$ cat config.mk
export PLATFORM = sky130hd
export DESIGN_NAME = nibble_add_seq
export DESIGN_NICKNAME = d
export VERILOG_FILES = /design/src/rtl/nibble_seq_pkg.sv /design/src/rtl/nibble_adder.sv /design/src/rtl/nibble_add_seq.sv
export SDC_FILE = /design/constraint.sdc
export NUM_CORES = 1
export LEC_CHECK = 0
export BUFFER_PORTS_ARGS = -buffer_cell sky130_fd_sc_hd__buf_2
export CORE_MARGIN = 10
export CORE_UTILIZATION = 45
export DETAILED_ROUTE_END_ITERATION = 10
export PLACE_DENSITY = 0.73
export SLEW_MARGIN = 10
export SYNTH_ARGS = -nofsm -noshare
export SYNTH_HDL_FRONTEND = slang
export SYNTH_SLANG_ARGS = --single-unit
$ cat constraint.sdc
create_clock -name clk -period 7.75 [get_ports clk]
set_input_delay 1.55 -clock clk [delete_from_list [all_inputs] [get_ports clk]]
set_output_delay 1.55 -clock clk [all_outputs]
set_load 0.01 [all_outputs]
$ cat src/rtl/nibble_seq_pkg.sv
// Shared definitions for the nibble-serial adder: FSM state encoding and nibble width.
package nibble_seq_pkg;

    localparam int NIBBLE_W = 4;

    typedef logic [1:0] state_t;

    localparam state_t IDLE = 2'd0;
    localparam state_t RUN  = 2'd1;
    localparam state_t DONE = 2'd2;

endpackage

$ cat src/rtl/nibble_adder.sv
// 4-bit combinational ripple-carry adder; the only arithmetic datapath of nibble_add_seq.
module nibble_adder
    import nibble_seq_pkg::*;
(
    input  logic                cin,
    input  logic [NIBBLE_W-1:0] a,
    input  logic [NIBBLE_W-1:0] b,
    output logic [NIBBLE_W-1:0] sum,
    output logic                cout
);

    logic [NIBBLE_W:0] c;

    always_comb begin
        c    = '0;
        sum  = '0;
        c[0] = cin;
        for (int unsigned i = 0; i < NIBBLE_W; i++) begin
            sum[i]   = a[i] ^ b[i] ^ c[i];
            c[i + 1] = (a[i] & b[i]) | (a[i] & c[i]) | (b[i] & c[i]);
        end
        cout = c[NIBBLE_W];
    end

endmodule

$ cat src/rtl/nibble_add_seq.sv
// Nibble-serial adder: one shared 4-bit adder, one nibble per cycle, NIBBLES+2 cycles per operation.
// Optional subtract mode (a + ~b + 1) enabled by macro NIBBLE_ADD_SEQ_SUB_EN.
module nibble_add_seq
    import nibble_seq_pkg::*;
#(
    parameter int NIBBLES = 4
) (
    input  logic                        clk,
    input  logic                        reset,
    input  logic                        start,
`ifdef NIBBLE_ADD_SEQ_SUB_EN
    input  logic                        sub,
`endif
    input  logic [NIBBLE_W*NIBBLES-1:0] a,
    input  logic [NIBBLE_W*NIBBLES-1:0] b,
    input  logic                        cin,
    output logic                        busy,
    output logic                        done,
    output logic [NIBBLE_W*NIBBLES-1:0] sum,
    output logic                        cout,
    output logic                        ovf
);

    localparam int W     = NIBBLE_W * NIBBLES;
    localparam int IDX_W = 3;

    state_t           state_q, state_d;
    logic [IDX_W-1:0] idx_q, idx_d;
    logic [W-1:0]     a_q, a_d;
    logic [W-1:0]     b_q, b_d;
    logic             carry_q, carry_d;
    logic [W-1:0]     sum_q, sum_d;
    logic             cout_q, cout_d;
    logic             ovf_q, ovf_d;

    logic [NIBBLE_W-1:0] nib_a, nib_b, add_s;
    logic                add_c;

    // Operand nibble select by constant-indexed mux so no index arithmetic is inferred
    always_comb begin
        nib_a = '0;
        nib_b = '0;
        for (int unsigned i = 0; i < NIBBLES; i++) begin
            if (idx_q == IDX_W'(i)) begin
                nib_a = a_q[i*NIBBLE_W +: NIBBLE_W];
                nib_b = b_q[i*NIBBLE_W +: NIBBLE_W];
            end
        end
    end

    nibble_adder u_adder (
        .cin  (carry_q),
        .a    (nib_a),
        .b    (nib_b),
        .sum  (add_s),
        .cout (add_c)
    );

    always_comb begin
        state_d = state_q;
        idx_d   = idx_q;
        a_d     = a_q;
        b_d     = b_q;
        carry_d = carry_q;
        sum_d   = sum_q;
        cout_d  = cout_q;
        ovf_d   = ovf_q;
        case (state_q)
            IDLE: begin
                if (start) begin
                    a_d     = a;
                    b_d     = b;
                    carry_d = cin;
`ifdef NIBBLE_ADD_SEQ_SUB_EN
                    // Subtraction stores ~b and forces carry-in, so RUN stays a plain add
                    if (sub) begin
                        b_d     = ~b;
                        carry_d = 1'b1;
                    end
`endif
                    idx_d   = '0;
                    sum_d   = '0;
                    state_d = RUN;
                end
            end
            RUN: begin
                for (int unsigned i = 0; i < NIBBLES; i++) begin
                    if (idx_q == IDX_W'(i)) begin
                        sum_d[i*NIBBLE_W +: NIBBLE_W] = add_s;
                    end
                end
                carry_d = add_c;
                idx_d   = idx_q + IDX_W'(1);
                if (idx_q == IDX_W'(NIBBLES - 1)) begin
                    cout_d  = add_c;
                    // Carry into the MSB equals a^b^s at that bit
                    ovf_d   = nib_a[NIBBLE_W-1] ^ nib_b[NIBBLE_W-1] ^ add_s[NIBBLE_W-1] ^ add_c;
                    state_d = DONE;
                end
            end
            DONE:    state_d = IDLE;
            default: state_d = IDLE;
        endcase
    end

    always_ff @(posedge clk) begin
        if (reset) begin
            state_q <= IDLE;
            idx_q   <= '0;
            a_q     <= '0;
            b_q     <= '0;
            carry_q <= 1'b0;
            sum_q   <= '0;
            cout_q  <= 1'b0;
            ovf_q   <= 1'b0;
        end else begin
            state_q <= state_d;
            idx_q   <= idx_d;
            a_q     <= a_d;
            b_q     <= b_d;
            carry_q <= carry_d;
            sum_q   <= sum_d;
            cout_q  <= cout_d;
            ovf_q   <= ovf_d;
        end
    end

    assign busy = (state_q == RUN);
    assign done = (state_q == DONE);
    assign sum  = sum_q;
    assign cout = cout_q;
    assign ovf  = ovf_q;

endmodule

==> summary.txt <==
Cells and area
  • Final Instance Count excl. Fillers: 423
  • Layout area overhead: 14.3%
  • Net count, final: 395
  • Commonest non-fill, non-tap cell in the layout: nand2_1
  • # fillers: 571
  • Footprint of the multi-input gates: 0.00123 mm^2
  • Most frequent cells in the layout: nand2_1 (86), dfxtp_1 (56), buf_2 (55)
  • Share of cells above drive strength 1: 0.205
  • Ant. Diodes: 0
  • Final core utilization: 0.529
  • Storage cell area: 0.00112 mm^2

Yosys
  • EDFF count, synth: 0
  • Simple-Gate Fraction of Synth Area: 0.232
  • Syn_area_per_cell: 8.24 um^2
  • Synthesized net count: 352
  • Netlist cell types: 33
  • Synth async-reset ratio: 0
  • Synth Area in XOR/XNOR: 0.00346
  • Synth Area in Adders: 0.0564
  • Cell Area, Synth: 0.00253 mm^2
  • Post-synthesis compound-gate area fraction: 0.191
  • Post-synth top flop: dfxtp_1
  • Seq cells post-synth: 56
  • Synth warn: 0
  • Main combinational cell family by area after synthesis: simple AND/OR/NAND/NOR gates
  • Register area share after synthesis: 0.443
  • Mux cell area share after synthesis: 0.00396
  • Cells after synthesis: 307

Setup path
  • Critical Path RT: 7970 ps
  • Reg2Reg Setup Slack: 4130 ps
  • CP Data Arrival Time: 3840 ps
  • WS Path Type: flop to flop
  • Crit Path Max Fanout: 12
  • Reg-to-Reg Start: idx_q[0]
  • Startpoint types: flop
  • Setup crit start: idx_q[0]
  • Crit path to: sum[7]
  • CP Capture Type: flop
  • R2r endpoint: sum[7]
  • R2R depth: 13

Clocking
  • CTS tree: built
  • CTS Buffer Depth: 2
  • H-tree depth: 2
  • CTS clk-pin slew, worst paths: 100 ps
  • TritonCTS Buffers: 5
  • Worst-Skew Late Latency: 310 ps
  • CTS resizes: 0
  • Post-CTS Setup Bufs: 0
  • Hold-fix buffers, CTS: 0
  • Clock root buffer: clkbuf_8
  • CTS sink cnt: 56

Detailed routing
  • DR iter-0 viols: 92
  • Via density per instance: 5.13
  • Final wirelength: 6060 um
  • Avg WL per Cell: 14.3 um
  • Number of routed nets with antenna violations: 0
  • Via count: 2172
  • DRT Pass-1 Iters: 4
  • Drt drc: 0

STA
  • Final min period: 3620 ps
  • Highest clock rate: 277 MHz
  • Final hold violation count: 0
  • Relative slew slack: 0.307
  • Worst Hold Slack: 460 ps
  • Worst-Margin Slew: 1040 ps
  • Final Max Slew Viols: 0
  • RSZ-0062 raised after global routing: no
  • Setup Skew: 10.1 ps
  • Final setup TNS: 0 ps
  • Period utilization: 0.467
  • Final setup fails: 0

GRT
  • Initial antenna violation count: 0
  • Grt total ovfl: 0
  • First-pass GRT wire length: 9830 um
  • Largest net degree at the start of global routing: 59
  • GRT Total Usage: 0.133
  • Number of global-route vias before repair: 2090

Pwr
  • Pleak: 1.14 nW
  • Power Density: 192 mW/mm^2
  • Cell-internal power: 0.000406 W
  • Sequential power share: 0.556
  • Clock share of power: 0.303
  • Switch Pwr: 0.000151 W
  • VDD IR max: 0.0879 mV
  • Combinational share of power: 0.141
  • Sw Ratio: 0.271

Floorplanning
  • Core area: 0.00547 mm^2
  • FP Rows: 27
  • Die Width: 95.0 um
  • Chip Height: 95.0 um
  • Starting Density: 0.462
  • Die Area: 0.00902 mm^2
  • Io pins: 56

Placement
  • Final GP Congestion: 0.903
  • PortBufs: 55
  • Placed Instances: 414
  • Final HPWL DP: 4440 um

Flow run
  • Max_cap viols: 0

Hold path
  • HP Class: flop to flop
  • WHS Path Cells: 2

Status
  • Outcome: finished clean
[state kept, by name, indices dropped and copies added, names as in the netlist]
register and count:
a_q 16, b_q 16, carry_q 1, cout 1, idx_q 3, ovf 1
state_q 2, sum 16
[per-layer routing]
metal / up-vias / routed length (um) / GRT usage
li1: 1121 / - / -
met1: 990 / 2760 / 0.161
met2: 51 / 2860 / 0.221
met3: 10 / 352 / 0.0420
met4: 0 / 90 / 0.0411
met5: - / 0 / 0
[cell families after synthesis]
logic type,after synthesis
buffers and inverters,36
XOR/XNOR,1
AND/OR/NAND/NOR,124
multiplexers,1
AO/OA/AOI/OAI,80
flip-flops,56
adder cells (fa/ha/maj),9
[how the worst min path moves through the flow]
stage / from / endpoint / slack [ps]
2_1_floorplan: a_q[10] / a_q[10] / 430
3_3_place_gp: a_q[10] / a_q[10] / 450
3_5_place_dp: a_q[10] / a_q[10] / 450
4_1_cts: a_q[10] / a_q[10] / 460
5_1_grt: b_q[5] / b_q[5] / 480
6_report: a_q[10] / a_q[10] / 460
[power by group through the flow]
stage | clock network, W | registers (W) | logic (W)
CTS | 0.000170 | 0.000310 | 0.0000779
global route | 0.000187 | 0.000312 | 0.0000890
global placement | 0 | 0.000316 | 0.0000762
finish | 0.000169 | 0.000310 | 0.0000785
floorplan | 0 | 0.000313 | 0.0000581
detailed placement | 0 | 0.000316 | 0.0000776
[through the flow]
| step | power (W) | area, um^2 | setup slack [ps] |
|---|---|---|---|
| 5_1_grt | 0.000587 | 2890 | 3820 |
| 3_5_place_dp | 0.000394 | 2780 | 4170 |
| 2_1_floorplan | 0.000371 | 2530 | 4420 |
| 4_1_cts | 0.000557 | 2880 | 4140 |
| 6_report | 0.000557 | 2890 | 4130 |
| 3_3_place_gp | 0.000392 | 2780 | 4270 |
[worst max-delay path: stages (launching register included)]
cell	delay (ps)
dfxtp_1	420
ha_1	180
ha_1	390
nor2_1	220
a32o_1	280
fa_1	390
inv_1	80
fa_1	160
inv_1	50
fa_1	390
inv_1	80
fa_1	400
or2_2	340
o32ai_1	140
[cells in the mapped netlist (4+ instances only)]
library cell   n  area, um^2
nand2_1       86         323
dfxtp_1       56        1120
a21oi_1       50         250
inv_1         15        56.3
buf_2         10        50.1
nand2b_1       9        56.3
nand3_1        9        45.0
o32ai_1        8        70.1
clkbuf_1       7        26.3
nor2_1         6        22.5
ha_1           5        62.6
a32o_1         4        40.0
a32oi_1        4        35.0
buf_6          4        45.0
fa_1           4        80.1
o21ai_0        4        20.0
o21ai_1        4        20.0
[layout make-up]
| cell class | count | share of cell area |
|---|---|---|
| multi-input combinational | 215 | 0.426 |
| sequential | 56 | 0.388 |
| clock inverter | 2 | 0.00476 |
| tap | 72 | 0.0311 |
| inverter | 15 | 0.0195 |
| timing repair buffer | 57 | 0.103 |
| clock buffer | 6 | 0.0285 |
Power figures use the tool's default switching activity.
